File: config.mk
export PLATFORM = sky130hd
export DESIGN_NAME = niosmp_nios2_oci_dct_ctrl_flat
export DESIGN_NICKNAME = d
export VERILOG_FILES = /design/src/rtl/niosmp_nios2_oci_dct_ctrl_if.sv /design/src/rtl/niosmp_nios2_oci_dct_ctrl.sv /design/src/flat_wrapper.sv
export SDC_FILE = /design/constraint.sdc
export NUM_CORES = 1
export LEC_CHECK = 0
export BUFFER_PORTS_ARGS = -buffer_cell sky130_fd_sc_hd__buf_2
export CAP_MARGIN = 20
export CORE_ASPECT_RATIO = 1.1
export CORE_MARGIN = 2
export CORE_UTILIZATION = 55
export DETAILED_ROUTE_END_ITERATION = 8
export GPL_TIMING_DRIVEN = 0
export HOLD_SLACK_MARGIN = 0.12
export PLACE_DENSITY = 0.73
export SLEW_MARGIN = 20
export SYNTH_ARGS = -nofsm -noshare
export SYNTH_HDL_FRONTEND = slang
export SYNTH_SLANG_ARGS = --single-unit
File: constraint.sdc
create_clock -name clk -period 2.4 [get_ports clk]
set_input_delay 0.48 -clock clk [delete_from_list [all_inputs] [get_ports clk]]
set_output_delay 0.48 -clock clk [all_outputs]
set_load 0.005 [all_outputs]
File: src/rtl/niosmp_nios2_oci_dct_ctrl_if.sv
// Frame input, session control and readout signals of the debug-trace capture controller.
// The master side drives frames, arm/trig and pops; the slave side is the controller.
interface niosmp_nios2_oci_dct_ctrl_if;
    logic [29:0] dct_buffer;
    logic [3:0]  dct_count;
    logic        dct_valid;
    logic        test_ending;
    logic        arm;
    logic        trig;
    logic        rd_req;
    logic [33:0] rd_data;
    logic        rd_valid;
    logic        rd_empty;
    logic        wrap_flag;
    logic [1:0]  state;
    logic [7:0]  drop_count;

    modport master (
        output dct_buffer, dct_count, dct_valid, test_ending, arm, trig, rd_req,
        input  rd_data, rd_valid, rd_empty, wrap_flag, state, drop_count
    );

    modport slave (
        input  dct_buffer, dct_count, dct_valid, test_ending, arm, trig, rd_req,
        output rd_data, rd_valid, rd_empty, wrap_flag, state, drop_count
    );
endinterface

File: src/rtl/niosmp_nios2_oci_dct_ctrl.sv
// Debug-trace capture: circular pre-trigger window, POSTTRIG frames after trigger, then FIFO readout.
// Pops return data one cycle after rd_req; no backpressure on frames (overflow overwrites or drops).
module niosmp_nios2_oci_dct_ctrl #(
    parameter int DEPTH    = 16,
    parameter int POSTTRIG = 8
) (
    input logic                         clk,
    input logic                         reset_n,
    niosmp_nios2_oci_dct_ctrl_if.slave  bus
);
    localparam int AW = $clog2(DEPTH);
    localparam logic [AW:0] FULL = (AW+1)'(DEPTH);
    localparam logic [AW:0] KEEP = (AW+1)'(DEPTH - POSTTRIG);
    localparam logic [AW:0] PT   = (AW+1)'(POSTTRIG);

    localparam logic [1:0] S_IDLE  = 2'd0;
    localparam logic [1:0] S_ARMED = 2'd1;
    localparam logic [1:0] S_POST  = 2'd2;
    localparam logic [1:0] S_DONE  = 2'd3;

    logic [1:0]    rst_sync_q;
    logic          rst_n;
    logic [1:0]    state_q, state_d;
    logic [AW-1:0] wptr_q, wptr_d, rptr_q, rptr_d, excess;
    logic [AW:0]   level_q, level_d, post_q, post_d;
    logic          wrap_q, wrap_d, rd_valid_q, rd_valid_d, mem_we, frame_ok;
    logic [7:0]    drop_q, drop_d;
    logic [33:0]   rd_data_q, rd_data_d;
    logic [33:0]   mem [DEPTH];

    // Assert asynchronously, release only on a clock edge.
    always_ff @(posedge clk or negedge reset_n) begin
        if (!reset_n) rst_sync_q <= '0;
        else          rst_sync_q <= {rst_sync_q[0], 1'b1};
    end
    assign rst_n = rst_sync_q[1];

    always_comb begin
        state_d    = state_q;
        wptr_d     = wptr_q;
        rptr_d     = rptr_q;
        level_d    = level_q;
        post_d     = post_q;
        wrap_d     = wrap_q;
        drop_d     = drop_q;
        rd_data_d  = rd_data_q;
        rd_valid_d = 1'b0;
        mem_we     = 1'b0;
        excess     = '0;
        frame_ok   = bus.dct_valid && (bus.dct_count != 4'd0);
        case (state_q)
            S_ARMED: begin
                if (frame_ok) begin
                    mem_we = 1'b1;
                    wptr_d = wptr_q + AW'(1);
                    if (level_q == FULL) begin
                        rptr_d = rptr_q + AW'(1);
                        wrap_d = 1'b1;
                    end else begin
                        level_d = level_q + (AW+1)'(1);
                    end
                end
                if (bus.test_ending) begin
                    state_d = S_DONE;
                end else if (bus.trig) begin
                    state_d = S_POST;
                    // Trim the pre-trigger history so all post-trigger frames fit without overwriting.
                    if (level_d > KEEP) begin
                        excess  = AW'(level_d - KEEP);
                        rptr_d  = rptr_d + excess;
                        level_d = KEEP;
                    end
                end
            end
            S_POST: begin
                if (frame_ok) begin
                    if (level_q == FULL) begin
                        if (drop_q != 8'hFF) drop_d = drop_q + 8'd1;
                    end else begin
                        mem_we  = 1'b1;
                        wptr_d  = wptr_q + AW'(1);
                        level_d = level_q + (AW+1)'(1);
                        post_d  = post_q + (AW+1)'(1);
                    end
                end
                if (bus.test_ending || post_d == PT) state_d = S_DONE;
            end
            S_DONE: begin
                if (bus.arm) begin
                    state_d = S_ARMED;
                    wptr_d  = '0;
                    rptr_d  = '0;
                    level_d = '0;
                    post_d  = '0;
                    wrap_d  = 1'b0;
                    drop_d  = '0;
                end else begin
                    if (frame_ok && drop_q != 8'hFF) drop_d = drop_q + 8'd1;
                    if (bus.rd_req && level_q != '0) begin
                        rd_data_d  = mem[rptr_q];
                        rd_valid_d = 1'b1;
                        rptr_d     = rptr_q + AW'(1);
                        level_d    = level_q - (AW+1)'(1);
                    end
                end
            end
            default: begin
                if (bus.arm) begin
                    state_d = S_ARMED;
                    wptr_d  = '0;
                    rptr_d  = '0;
                    level_d = '0;
                    post_d  = '0;
                    wrap_d  = 1'b0;
                    drop_d  = '0;
                end
            end
        endcase
    end

    always_ff @(posedge clk or negedge rst_n) begin
        if (!rst_n) begin
            state_q    <= S_IDLE;
            wptr_q     <= '0;
            rptr_q     <= '0;
            level_q    <= '0;
            post_q     <= '0;
            wrap_q     <= 1'b0;
            drop_q     <= '0;
            rd_data_q  <= '0;
            rd_valid_q <= 1'b0;
        end else begin
            state_q    <= state_d;
            wptr_q     <= wptr_d;
            rptr_q     <= rptr_d;
            level_q    <= level_d;
            post_q     <= post_d;
            wrap_q     <= wrap_d;
            drop_q     <= drop_d;
            rd_data_q  <= rd_data_d;
            rd_valid_q <= rd_valid_d;
        end
    end

    always_ff @(posedge clk) begin
        if (mem_we) mem[wptr_q] <= {bus.dct_count, bus.dct_buffer};
    end

    assign bus.rd_data    = rd_data_q;
    assign bus.rd_valid   = rd_valid_q;
    assign bus.rd_empty   = (level_q == '0);
    assign bus.wrap_flag  = wrap_q;
    assign bus.state      = state_q;
    assign bus.drop_count = drop_q;
endmodule

File: src/flat_wrapper.sv
// flat-port wrapper written by rule: the top's interface ports become plain ports
module niosmp_nios2_oci_dct_ctrl_flat 
#(
    parameter int DEPTH    = 16,
    parameter int POSTTRIG = 8
)
  (clk, reset_n, bus_dct_buffer, bus_dct_count, bus_dct_valid, bus_test_ending, bus_arm, bus_trig, bus_rd_req, bus_rd_data, bus_rd_valid, bus_rd_empty, bus_wrap_flag, bus_state, bus_drop_count);
  niosmp_nios2_oci_dct_ctrl_if bus_i ();
  input logic clk;
  input logic reset_n;
  input wire logic [$bits(bus_i.dct_buffer)-1:0] bus_dct_buffer;
  input wire logic [$bits(bus_i.dct_count)-1:0] bus_dct_count;
  input wire logic [$bits(bus_i.dct_valid)-1:0] bus_dct_valid;
  input wire logic [$bits(bus_i.test_ending)-1:0] bus_test_ending;
  input wire logic [$bits(bus_i.arm)-1:0] bus_arm;
  input wire logic [$bits(bus_i.trig)-1:0] bus_trig;
  input wire logic [$bits(bus_i.rd_req)-1:0] bus_rd_req;
  output wire logic [$bits(bus_i.rd_data)-1:0] bus_rd_data;
  output wire logic [$bits(bus_i.rd_valid)-1:0] bus_rd_valid;
  output wire logic [$bits(bus_i.rd_empty)-1:0] bus_rd_empty;
  output wire logic [$bits(bus_i.wrap_flag)-1:0] bus_wrap_flag;
  output wire logic [$bits(bus_i.state)-1:0] bus_state;
  output wire logic [$bits(bus_i.drop_count)-1:0] bus_drop_count;
  assign bus_i.dct_buffer = bus_dct_buffer;
  assign bus_i.dct_count = bus_dct_count;
  assign bus_i.dct_valid = bus_dct_valid;
  assign bus_i.test_ending = bus_test_ending;
  assign bus_i.arm = bus_arm;
  assign bus_i.trig = bus_trig;
  assign bus_i.rd_req = bus_rd_req;
  assign bus_rd_data = bus_i.rd_data;
  assign bus_rd_valid = bus_i.rd_valid;
  assign bus_rd_empty = bus_i.rd_empty;
  assign bus_wrap_flag = bus_i.wrap_flag;
  assign bus_state = bus_i.state;
  assign bus_drop_count = bus_i.drop_count;
  niosmp_nios2_oci_dct_ctrl #(.DEPTH(DEPTH), .POSTTRIG(POSTTRIG)) u_core (.clk(clk), .reset_n(reset_n), .bus(bus_i));
endmodule
# Yosys cells after proc, flatten, opt, wreduce, memory -nomap -nowiden
# Memories as Yosys holds them, arrays and structs flattened. A register that Yosys moved wholly into a read port is not among the register bits.
# Index checks and enable logic that the tools add are counted.
op_classes:
  addsub: 8
  n_lt_le_gt_ge: 1
  eq_ne: 16
  mux: 53
  bitwise_logic: 3
  n_reduce_logical: 22
ops:
  columns: ["op", "n"]
  rows:
  - ["5-bit 2-to-1 mux", 12]
  - ["4-bit 2-to-1 mux", 12]
  - ["8-bit 2-to-1 mux", 6]
  - ["8-bit one-hot mux with 3 select lines", 1]
  - ["5-bit one-hot mux with 3 select lines", 1]
  - ["2-bit by 1-bit inequality test with 1-bit output (second input constant)", 6]
  - ["4-bit one-hot mux with 3 select lines", 1]
  - ["1-bit 2-to-1 mux", 11]
  - ["5-bit by 1-bit adder with 5-bit output (second input constant)", 2]
  - ["5-bit one-hot mux with 2 select lines", 1]
  - ["3-bit AND reduction", 3]
  - ["3-bit nonzero test", 3]
  - ["4-bit by 1-bit adder with 4-bit output (second input constant)", 2]
  - ["8-bit by 1-bit adder with 8-bit output (second input constant)", 1]
  - ["2-bit 2-to-1 mux", 4]
  - ["8-bit inequality test (second input constant)", 1]
  - ["4-bit one-hot mux with 2 select lines", 1]
  - ["4-bit AND reduction", 2]
  - ["4-bit nonzero test", 2]
  - ["3-bit by 2-bit inequality test with 1-bit output (second input constant)", 2]
  - ["6-bit AND reduction", 1]
  - ["5-bit by 4-bit == test with 1-bit output (second input constant)", 1]
  - ["5-bit == test (second input constant)", 1]
  - ["5-bit by 4-bit > comparator with 1-bit output (second input constant)", 1]
  - ["other kinds (17)", 25]
word_totals:
  register_bits: 32
  mem_bits_rw: 544
  output_inout_bits: 47
  word_cells: 113
  memories: 1
memory_table:
  columns: ["memory", "words", "width", "read_ports", "rd_ports_with_merged_regs", "wr", "line", "rtl"]
  rows:
  - ["u_core.mem", 16, 34, 1, 1, 1, "niosmp_nios2_oci_dct_ctrl.sv:29", "logic [33:0] mem [DEPTH];"]

# Depth between registers and ports, before layout
# Gate-level depths: netlist of the first run.
depth:
  ltp_word: 10
  ltp_mapped: 13

# Worst setup path after synthesis of the first run
# No wires, ideal clock.
synth_timing:
  kind: "register to register"
  from: "register u_core.state_q[0] (netlist: u_core.bus.state[0])"
  to: "memory u_core.mem[3][0] (enable)"
  arrival_ns: 3.897
  required_time_ns: 1.933
  slack_ns: -1.964
  stages_incl_launch_ff: 8
  path_buffers: 1
  cell_sequence: "dfrtp_1 inv_1 ha_1 clkbuf_1 a21oi_1 nor3_1 nand2_1 nor3_1"
synth_between:
  elab_chain_len: 4
synth_rtl:
  columns: ["element", "line", "rtl"]
  rows:
  - ["start, declared", "niosmp_nios2_oci_dct_ctrl.sv:23", "logic [1:0] state_q, state_d;"]
  - ["start signal, assigned", "niosmp_nios2_oci_dct_ctrl.sv:133", "state_q <= state_d;"]
  - ["2-bit == test or 2-bit by 1-bit == test with 1-bit output (tied branches)", "niosmp_nios2_oci_dct_ctrl.sv:51", "case (state_q)"]
  - ["1-bit one-hot mux with 2 select lines (*)", "niosmp_nios2_oci_dct_ctrl.sv:51", null]
  - ["1-bit 2-to-1 mux (*)", "niosmp_nios2_oci_dct_ctrl.sv:146", "if (mem_we) mem[wptr_q] <= {bus.dct_count, bus.dct_buffer};"]
  - ["1-bit 2-to-1 mux (implied by the code) (*)", "niosmp_nios2_oci_dct_ctrl.sv:146", null]
  - ["end, declared", "niosmp_nios2_oci_dct_ctrl.sv:29", null]
# Mark *: on every way between the ends. The rest lies on a longest branch, timed or not.

# Final worst setup path of the first run
layout_timing:
  from: "register u_core.level_q[0]"
  to: "register u_core.rptr_q[3]"
layout_between:
  elab_chain_len: 10
layout_rtl:
  columns: ["element", "line", "rtl"]
  rows:
  - ["start, declared", "niosmp_nios2_oci_dct_ctrl.sv:25", "logic [AW:0] level_q, level_d, post_q, post_d;"]
  - ["start signal, assigned", "niosmp_nios2_oci_dct_ctrl.sv:136", "level_q <= level_d;"]
  - ["5-bit by 1-bit adder with 5-bit output or 5-bit == test (tied branches)", "niosmp_nios2_oci_dct_ctrl.sv:60, niosmp_nios2_oci_dct_ctrl.sv:56", null]
  - ["5-bit 2-to-1 mux (2 in a row)", null, null]
  - ["5-bit 2-to-1 mux", "niosmp_nios2_oci_dct_ctrl.sv:51", null]
  - ["4-bit subtractor", "niosmp_nios2_oci_dct_ctrl.sv:69", "excess = AW'(level_d - KEEP);"]
  - ["4-bit adder", "niosmp_nios2_oci_dct_ctrl.sv:70", "rptr_d = rptr_d + excess;"]
  - ["4-bit 2-to-1 mux", "niosmp_nios2_oci_dct_ctrl.sv:68", "if (level_d > KEEP) begin"]
  - ["4-bit 2-to-1 mux", "niosmp_nios2_oci_dct_ctrl.sv:65", "end else if (bus.trig) begin"]
  - ["4-bit 2-to-1 mux", "niosmp_nios2_oci_dct_ctrl.sv:63", "if (bus.test_ending) begin"]
  - ["4-bit one-hot mux with 3 select lines", "niosmp_nios2_oci_dct_ctrl.sv:51", null]
  - ["end signal, assigned", "niosmp_nios2_oci_dct_ctrl.sv:135", "rptr_q <= rptr_d;"]
  - ["end, declared", "niosmp_nios2_oci_dct_ctrl.sv:24", "logic [AW-1:0] wptr_q, wptr_d, rptr_q, rptr_d, excess;"]
# Several ways; a longest one is shown, not always the timed one. The select of a mux whose other input is x is not followed.
# A chain may end at the register's enable or synchronous reset.

==> results.toml, run 1 <==
[timing]
final-hold-violation-count = 0
setup_viol = 490
layout_setup_ws_ns = -0.396
slew_headroom_pct = 49.8
fmax_ghz = 0.358
skew_ns = 0.0175
rsz0062_at_grt = "yes"
fin_crit_ns = 2.80
fin_tns_setup_ns = -33.78
min_period_over_period_pct = 117
drv_slew = 0
worst_pin_slew_ns = 0.753
holdWs_ns = 0.182

[synth]
syn_nets = 1192
synthArstFlopShare_pct = 10.8
synthFlopType = "edfxtp_1"
synth.ff_latch_count = 610
yosysSeqAreaShare_pct = 74.3
yosys.cell_types.count = 63
synth_area_leaders = "edfxtp_1, mux4_2, dfrtp_1"
syn_area_per_cell_um2 = 21.4
synthCells = 1132
synth_top_area_share_pct = 67.5
synth_edf_count = 544
synth_top_area_cell = "edfxtp_1"
synthesis.area_um2 = 24200
synth_warnings = 0

[critical_path]
critPathArrivalTime_ns = 3.28
rrSetupSlack_ns = -0.40
r2r-start = "u_core.level_q[0]$_DFFE_PN0P_"
r2r_end = "u_core.rptr_q[3]$_DFFE_PN0P_"
worstSetupEndpoint = "u_core.rptr_q[3]$_DFFE_PN0P_"
worstSetupStartpointType = "flip-flop"
crit_path_max_fanout = 4
crit_path_cell_trace = "inv_4, ha_4, nand4bb_4, nor2_4, mux2_4, ha_4, ha_4, inv_2, fa_2, xnor2_2, xnor2_1, mux2i_1, o21ai_1"
cp_top_family = "adder cells"
criticalPathCategory = "flip-flop to flip-flop"
crit_path_frequent_cell = "ha_4"
endpoint_kind = "flip-flop"
ff2ff_path_depth = 13
critPathSlowestCell = "dfrtp_2"
cpPeakStageDelay_ns = 0.43
critPathBufInv = 2
path_depth = 13
critical_path.startpoint = "u_core.level_q[0]$_DFFE_PN0P_"
critPathRequiredTime_ns = 2.88

[detailed_routing]
met2_length_mm = 32.3
wl_per_cell_um = 31.4
vias_per_cell = 6.54
drc = 0
firstDrtPassIters = 5
met1_length_mm = 23.5
dr_total_vias = 13100
ant_nets = 0
top_layer = "met5"
met3_wirelength_mm = 5.49
drtIter0Drc = 1759
drt_wl_total_mm = 63.1

[grt]
grt_usage_pct = 26.4
antenna_found_initial = 4
grt_pass1_vias = 13000
overflow = 0
grt_pass1_wl_mm = 85.8
grt_max_degree = 47

[floorplan]
core-area_um2 = 43400
io_pins = 88
row_count = 80
chipWidth_um = 204
start_util_pct = 55.7
die_area_um2 = 45700
die_h_um = 224

[power]
leakagePower_nw = 9.95
worst_ir_drop_vdd_mv = 0.570
p_per_area_nw_per_um2 = 1080
total_power_mw = 32.1

[clock_tree]
cts_buffers = 57
clock_sinks = 610
clkTransAtPathRegs_ns = 0.07
clockRootBuffer = "clkbuf_16"
cts_max_path_buffers = 3
insertion_delay_ns = 0.61
cts_tree = "done"
htreeDepth = 2

[place]
place_hpwl_mm = 34.0
port_buffers = 87
dp_cells = 1828
gp_congestion = 0.884
place_ws_ns = -0.945

[finish]
fin_nets = 1444
layoutNonFillerInstCount = 2009
syn_to_final_growth_pct = 22.8
drive_gt1_share_pct = 41.3

[worst_hold_path]
worst_hold_path_type = "primary input to async pin"

[run_status]
violations = "negative setup slack"
status = "finished with violations"

[flow_run]
max_cap_violations = 0
## power breakdown
part / leakage [nW] / internal, mW / switching (mW)
clock: 0.938 / 5.32 / 3.95
sequential: 5.73 / 12.2 / 0.387
combinational: 3.29 / 5.27 / 4.99
total: 9.95 / 22.8 / 9.33
## layer usage
layer	global-route usage, %	vias to the layer above
li1	-	5238
met2	43.7	866
met1	35.7	6892
met3	5.28	140
met5	0	-
met4	8.91	4
## state kept, by name, indices dropped and copies added, names as in the netlist
register               cells
u_core.bus.drop_count      8
u_core.bus.rd_data        34
u_core.bus.rd_valid        1
u_core.bus.state           2
u_core.bus.wrap_flag       1
u_core.level_q             5
u_core.mem               544
u_core.post_q              5
u_core.rptr_q              4
u_core.rst_sync_q          2
u_core.wptr_q              4
## cells in the final DEF, fill, tap and decap left out, drive strengths merged, types with 4 or more instances in the layout
master,n
mux2,35
inv,21
clkinv,24
a21oi,14
dfrtp,66
xnor2,9
o31ai,4
edfxtp,544
nor3,11
clkbuf,103
nand2b,6
nand3,9
nand2,34
ha,18
nor2,35
mux4,170
buf,213
o21ai,29
xor2,7
mux2i,6
bufinv,7
nand4,6
or3,5
## layout make-up
| class | count | area, µm² |
|---|---|---|
| sequential | 610 | 18000 |
| inverter | 19 | 73.8 |
| antenna | 2 | 5.00 |
| multi-input combinational | 451 | 6280 |
| tap | 574 | 718 |
| clock inverter | 36 | 364 |
| clock buffer | 72 | 1550 |
| buffer | 51 | 543 |
| fill | 2577 | 13700 |
| timing repair buffer | 194 | 2210 |
## worst min path at each step
stage	startpoint	end	slack [ns]	cells past startpoint
3_5_place_dp	u_core.rst_sync_q[1]$_DFF_PN0_	u_core.bus.rd_data[9]$_DFFE_PN0P_	0.25	0
3_3_place_gp	reset_n	u_core.rst_sync_q[1]$_DFF_PN0_	0.26	1
4_1_cts	reset_n	u_core.rst_sync_q[1]$_DFF_PN0_	0.16	2
5_1_grt	reset_n	u_core.rst_sync_q[1]$_DFF_PN0_	0.18	2
2_1_floorplan	reset_n	u_core.rst_sync_q[0]$_DFF_PN0_	0.18	0
6_report	reset_n	u_core.rst_sync_q[1]$_DFF_PN0_	0.18	2
## worst register-to-register path, cell delays in order (launching register included)
cell and delay, ns:
dfrtp_2 0.43, inv_4 0.07, ha_4 0.15, nand4bb_4 0.16, nor2_4 0.22, mux2_4 0.35
ha_4 0.28, ha_4 0.12, inv_2 0.03, fa_2 0.34, xnor2_2 0.15, xnor2_1 0.13
mux2i_1 0.14, o21ai_1 0.08
## kinds of logic after synthesis
group	share of synthesized area, %
mux	17.7
buf+inv	1.54
fa+ha+maj	1.01
flops	74.3
other cells	0.0155
compound gates	2.22
simple gates	2.60
xor+xnor	0.579
## synth_stat cells (6+ instances only)
master / n
nand4_1: 6
xnor2_1: 9
clkbuf_1: 21
edfxtp_1: 544
mux2_2: 35
inv_1: 19
buf_2: 9
o21ai_0: 22
buf_6: 11
nand2_1: 34
nand2b_1: 6
mux2i_1: 6
nor3_1: 11
dfrtp_1: 66
xor2_1: 7
nand3_1: 9
mux4_2: 170
a21oi_1: 13
nor2_1: 35
ha_1: 18
buf_1: 8
## per-stage QoR
stage	area (µm²)	util [%]
floorplan	24500	-
global placement	25600	59.0
detailed placement	26400	60.7
CTS	29100	67.0
global route	29700	68.4
finish	29700	68.4
## what timing repair did
action / CTS / global route
hold buffers: 1 / 0
resized for setup: 96 / 68
pin swaps: 18 / 14
buffers inserted: 41 / 20
endpoints found under the hold margin: 2 / 0
endpoints found under the setup margin: 577 / 430
cloned: 4 / 10
Note: power is estimated with default switching activity, not from simulation.
==> inputs of run 2 (changes only) <==
--- a/config.mk
+++ b/config.mk
@@ -5,7 +5,7 @@
 export SDC_FILE = /design/constraint.sdc
 export NUM_CORES = 1
 export LEC_CHECK = 0
-export BUFFER_PORTS_ARGS = -buffer_cell sky130_fd_sc_hd__buf_2
+export BUFFER_PORTS_ARGS = -buffer_cell sky130_fd_sc_hd__buf_4
 export CAP_MARGIN = 20
 export CORE_ASPECT_RATIO = 1.1
 export CORE_MARGIN = 2
==> results.toml, run 2 (same netlist as run 1, synthesis figures left out) <==
[grt]
grt_pass1_wl_mm = 82.2
grt_pass1_vias = 12700
overflow = 0
grt_usage_pct = 25.1
antenna_found_initial = 0
grt_max_degree = 48

[worst_hold_path]
hold_depth = 1
hold_path_end = "u_core.mem[3][20]$_DFFE_PP_"
worst_hold_path_type = "primary input to flip-flop"
min-delay-start = "bus_dct_buffer[20]"

[critical_path]
worstSetupStartpointType = "flip-flop"
r2r_end = "u_core.rptr_q[3]$_DFFE_PN0P_"
criticalPathCategory = "flip-flop to flip-flop"
critPathRequiredTime_ns = 2.88
ff2ff_path_depth = 13
critPathArrivalTime_ns = 3.32
crit_path_max_fanout = 4
endpoint_kind = "flip-flop"
r2r-start = "u_core.level_q[0]$_DFFE_PN0P_"
rrSetupSlack_ns = -0.45

[place]
gp_congestion = 0.884
port_buffers = 87
place_hpwl_mm = 34.1
place_ws_ns = -0.917
dp_cells = 1826

[detailed_routing]
vias_per_cell = 6.34
ant_nets = 0
firstDrtPassIters = 5
dr_total_vias = 12700
wl_per_cell_um = 29.4
drc = 0
drt_wl_total_mm = 58.8
drtIter0Drc = 1556

[timing]
fmax_ghz = 0.351
fin_tns_setup_ns = -1.33
layout_setup_ws_ns = -0.445
setup_viol = 11
skew_ns = 0.0247
worst_pin_slew_ns = 0.798
holdWs_ns = 0.143
drv_slew = 0
fin_crit_ns = 2.85
min_period_over_period_pct = 119
slew_headroom_pct = 46.8
rsz0062_at_grt = "yes"
final-hold-violation-count = 0

[clock_tree]
clockRootBuffer = "clkbuf_16"
cts_buffers = 59
cts_tree = "done"
clock_sinks = 610
insertion_delay_ns = 0.63
cts_max_path_buffers = 3
clkTransAtPathRegs_ns = 0.07
htreeDepth = 2

[power]
leakagePower_nw = 9.90
p_per_area_nw_per_um2 = 1090
worst_ir_drop_vdd_mv = 0.689
total_power_mw = 32.1

[floorplan]
start_util_pct = 55.7
die_h_um = 224
io_pins = 88
die_area_um2 = 45700
row_count = 80
chipWidth_um = 204
core-area_um2 = 43400

[finish]
diodes = 0
largest-register = "u_core.mem"
largest_reg_flops = 544
drive_gt1_share_pct = 40.5
mostFrequentLayoutCells = "edfxtp_1, mux4_2, buf_4, clkbuf_16, dfrtp_1"
final_common_cell = "edfxtp_1"
layoutNonFillerInstCount = 1998
fin_nets = 1433
fill_cells = 2680
syn_to_final_growth_pct = 22.2

[flow_run]
max_cap_violations = 0

[run_status]
status = "finished with violations"
violations = "negative setup slack"
-- run 2: layout make-up --
type	instances	area, µm²	area share (%)
plain buffers	50	529	1.79
clock buffers	81	1620	5.48
clock inverters	31	353	1.19
inverters	19	76.3	0.258
multi-input cells	451	6180	20.9
flip-flops and latches	610	18000	60.9
well taps	574	718	2.43
repair buffers	182	2100	7.10
-- run 2: through the flow --
stage	util, %	instance area, µm²
finish	68.1	29600
global route	68.1	29600
floorplan	-	24500
CTS	66.9	29000
global placement	59.5	25800
detailed placement	61.2	26600
-- run 2: worst max-delay path by stage --
| stage | start | end | slack (ns) | cells past startpoint |
|---|---|---|---|---|
| 6_report | u_core.level_q[0]$_DFFE_PN0P_ | u_core.rptr_q[3]$_DFFE_PN0P_ | -0.45 | 13 |
| 5_1_grt | u_core.level_q[1]$_DFFE_PN0P_ | u_core.rptr_q[3]$_DFFE_PN0P_ | -0.57 | 13 |
| 3_3_place_gp | u_core.level_q[0]$_DFFE_PN0P_ | u_core.mem[1][0]$_DFFE_PP_ | -1.56 | 7 |
| 4_1_cts | u_core.level_q[0]$_DFFE_PN0P_ | u_core.rptr_q[3]$_DFFE_PN0P_ | -0.36 | 13 |
| 3_5_place_dp | u_core.rptr_q[1]$_DFFE_PN0P_ | u_core.rptr_q[2]$_DFFE_PN0P_ | -0.92 | 10 |
| 2_1_floorplan | bus_dct_count[2] | u_core.rptr_q[3]$_DFFE_PN0P_ | -0.34 | 12 |
-- run 2: power by group --
group	switching [mW]	internal, mW	total [mW]
clock network	3.95	5.48	9.43
registers	0.404	12.2	12.6
logic	4.73	5.31	10.0
total	9.08	23.0	32.1
-- run 2: worst max-delay path, stage by stage (launching register included) --
cell	delay (ns)
dfrtp_2	0.43
inv_4	0.07
ha_4	0.16
nand4bb_4	0.16
nor2_4	0.22
mux2_4	0.35
ha_4	0.28
ha_4	0.12
inv_2	0.03
fa_2	0.34
xnor2_2	0.15
xnor2_1	0.13
mux2i_1	0.18
o21ai_1	0.08
-- run 2: layer usage --
| layer | wire (µm) | global-route usage, % | up-vias |
|---|---|---|---|
| met1 | 23300 | 35.4 | 6734 |
| met5 | 0 | 0 | - |
| li1 | - | - | 5197 |
| met3 | 4580 | 4.60 | 87 |
| met4 | 1230 | 7.11 | 0 |
| met2 | 29600 | 41.0 | 657 |
-- run 2: repair_timing --
action	4_1_cts	5_1_grt
buffers inserted	37	17
cloned	0	7
endpoints found under the hold margin	2	0
gates resized for setup	68	47
setup endpoints to repair	561	315
hold buffers	1	0
pin swaps	18	4
==> inputs of run 3 (changes only) <==
--- a/config.mk
+++ b/config.mk
@@ -7,7 +7,6 @@
 export LEC_CHECK = 0
 export BUFFER_PORTS_ARGS = -buffer_cell sky130_fd_sc_hd__buf_4
 export CAP_MARGIN = 20
-export CORE_ASPECT_RATIO = 1.1
 export CORE_MARGIN = 2
 export CORE_UTILIZATION = 55
 export DETAILED_ROUTE_END_ITERATION = 8
==> results.toml, run 3 (same netlist as run 1, synthesis figures left out) <==
[run_status]
status = "finished with violations"
violations = "negative setup slack"

[critical_path]
endpoint_kind = "flip-flop"
critPathRequiredTime_ns = 2.89
critPathArrivalTime_ns = 3.24
worstSetupStartpointType = "flip-flop"
rrSetupSlack_ns = -0.35
criticalPathCategory = "flip-flop to flip-flop"
ff2ff_path_depth = 13
crit_path_max_fanout = 4
r2r_end = "u_core.rptr_q[3]$_DFFE_PN0P_"
r2r-start = "u_core.level_q[0]$_DFFE_PN0P_"

[clock_tree]
htreeDepth = 2
cts_buffers = 60
cts_tree = "done"
clock_sinks = 610
insertion_delay_ns = 0.62
clockRootBuffer = "clkbuf_16"
cts_max_path_buffers = 3
clkTransAtPathRegs_ns = 0.06

[worst_hold_path]
hold_path_end = "u_core.mem[14][20]$_DFFE_PP_"
hold_depth = 1
min-delay-start = "bus_dct_buffer[20]"
worst_hold_path_type = "primary input to flip-flop"

[floorplan]
row_count = 76
start_util_pct = 55.9
core-area_um2 = 43300
io_pins = 88
chipWidth_um = 214
die_area_um2 = 45700
die_h_um = 214

[timing]
layout_setup_ws_ns = -0.352
fmax_ghz = 0.363
slew_headroom_pct = 45.4
final-hold-violation-count = 0
drv_slew = 0
skew_ns = 0.0180
worst_pin_slew_ns = 0.820
fin_crit_ns = 2.75
rsz0062_at_grt = "yes"
setup_viol = 179
min_period_over_period_pct = 115

[detailed_routing]
dr_total_vias = 12900
vias_per_cell = 6.40
wl_per_cell_um = 30.7
drc = 0
drt_wl_total_mm = 61.8
drtIter0Drc = 1840
ant_nets = 0
firstDrtPassIters = 7

[grt]
grt_pass1_vias = 12700
overflow = 0
antenna_found_initial = 2
grt_max_degree = 42
grt_usage_pct = 25.5
grt_pass1_wl_mm = 82.2

[finish]
drive_gt1_share_pct = 40.3
final_common_cell = "edfxtp_1"
fin_nets = 1438
largest-register = "u_core.mem"
layoutNonFillerInstCount = 2015
mostFrequentLayoutCells = "edfxtp_1, mux4_2, buf_4, clkbuf_16, dfrtp_1"
fill_cells = 2628
syn_to_final_growth_pct = 22.7
final_util_pct = 68.6
largest_reg_flops = 544

[power]
leakagePower_nw = 9.96
p_per_area_nw_per_um2 = 1080
sequentialPowerShare_pct = 39.4
p_clk_share_pct = 28.4
worst_ir_drop_vdd_mv = 0.629
p_sw_share_pct = 28.9
internal_power_mw = 22.8
switchingPower_mw = 9.28
pwr-share-comb_pct = 32.2

[place]
place_hpwl_mm = 33.6
dp_cells = 1838
gp_congestion = 0.872
port_buffers = 87

[flow_run]
max_cap_violations = 0
[run 3: cell count changes in the layout (fill, tap and decap cells not counted), sizes merged]
cell	delta
inv	-1
clkbuf	+8
diode	+2
bufinv	-4
clkinvlp	-2
clkinv	+8
buf	-5
[run 3: area by class of cell]
class	instances	area, µm²	share of cell area [%]
Antenna cell	2	5.00	0.0169
Buffer	52	552	1.86
Clock buffer	80	1660	5.58
Clock inverter	32	231	0.779
Inverter	19	71.3	0.240
Multi-Input combinational cell	451	6180	20.8
Sequential cell	610	18000	60.6
Tap cell	585	732	2.46
Timing Repair Buffer	184	2270	7.65
[run 3: what timing repair did]
action / in CTS / in global routing
hold buffers: 1 / 0
setup buffers: 35 / 14
pin swaps: 21 / 10
hold endpoints to repair: 2 / 0
cloned: 0 / 14
gates resized for setup: 79 / 36
setup endpoints to repair: 571 / 348
[run 3: how the worst max path moves through the flow]
stage                                        startpoint                            to  slack, ns
after floorplan                        bus_dct_count[2]  u_core.rptr_q[3]$_DFFE_PN0P_      -0.34
after global placement    u_core.level_q[0]$_DFFE_PN0P_    u_core.mem[1][0]$_DFFE_PP_      -1.60
after detailed placement   u_core.rptr_q[1]$_DFFE_PN0P_  u_core.rptr_q[3]$_DFFE_PN0P_      -0.97
after CTS                 u_core.level_q[1]$_DFFE_PN0P_  u_core.rptr_q[3]$_DFFE_PN0P_      -0.35
after global routing      u_core.level_q[0]$_DFFE_PN0P_  u_core.rptr_q[3]$_DFFE_PN0P_      -0.45
final                     u_core.level_q[0]$_DFFE_PN0P_  u_core.rptr_q[3]$_DFFE_PN0P_      -0.35
[run 3: power groups by stage]
| stage | registers [mW] | clock network, mW | logic (mW) |
|---|---|---|---|
| floorplan | 12.8 | 0 | 5.90 |
| global placement | 12.8 | 0 | 8.44 |
| detailed placement | 12.8 | 0 | 8.71 |
| CTS | 12.6 | 9.13 | 9.19 |
| global route | 12.7 | 9.58 | 10.9 |
| finish | 12.6 | 9.13 | 10.3 |
[run 3: routing by layer]
layer	vias up	global-route usage, %	part of all wire (%)
met4	0	7.28	3.7
met5	-	0	0
met2	795	41.2	50
li1	5212	-	-
met1	6745	34.9	38
met3	145	6.63	8.5
[run 3: per-stage QoR]
stage	TNS, ns	setup WS, ns	instance area [µm²]	power [mW]	hold WS, ns
4_1_cts	-0.919	-0.348	29100	30.9	0.125
6_report	-11.36	-0.352	29700	32.1	0.158
2_1_floorplan	-42.43	-0.341	24500	18.7	0.184
3_5_place_dp	-164.77	-0.970	26600	21.5	0.263
5_1_grt	-30.73	-0.448	29700	33.1	0.144
3_3_place_gp	-600.70	-1.60	25900	21.2	0.262
[run 3: worst max-delay path: stages (launching register included)]
cell and delay [ns]:
dfrtp_2 0.42, inv_2 0.08, ha_4 0.16, nand4bb_4 0.15
nor2_4 0.20, mux2_4 0.34, ha_4 0.27, ha_4 0.12
inv_2 0.03, fa_2 0.34, xnor2_2 0.15, xnor2_1 0.13
mux2i_1 0.16, o21ai_1 0.08
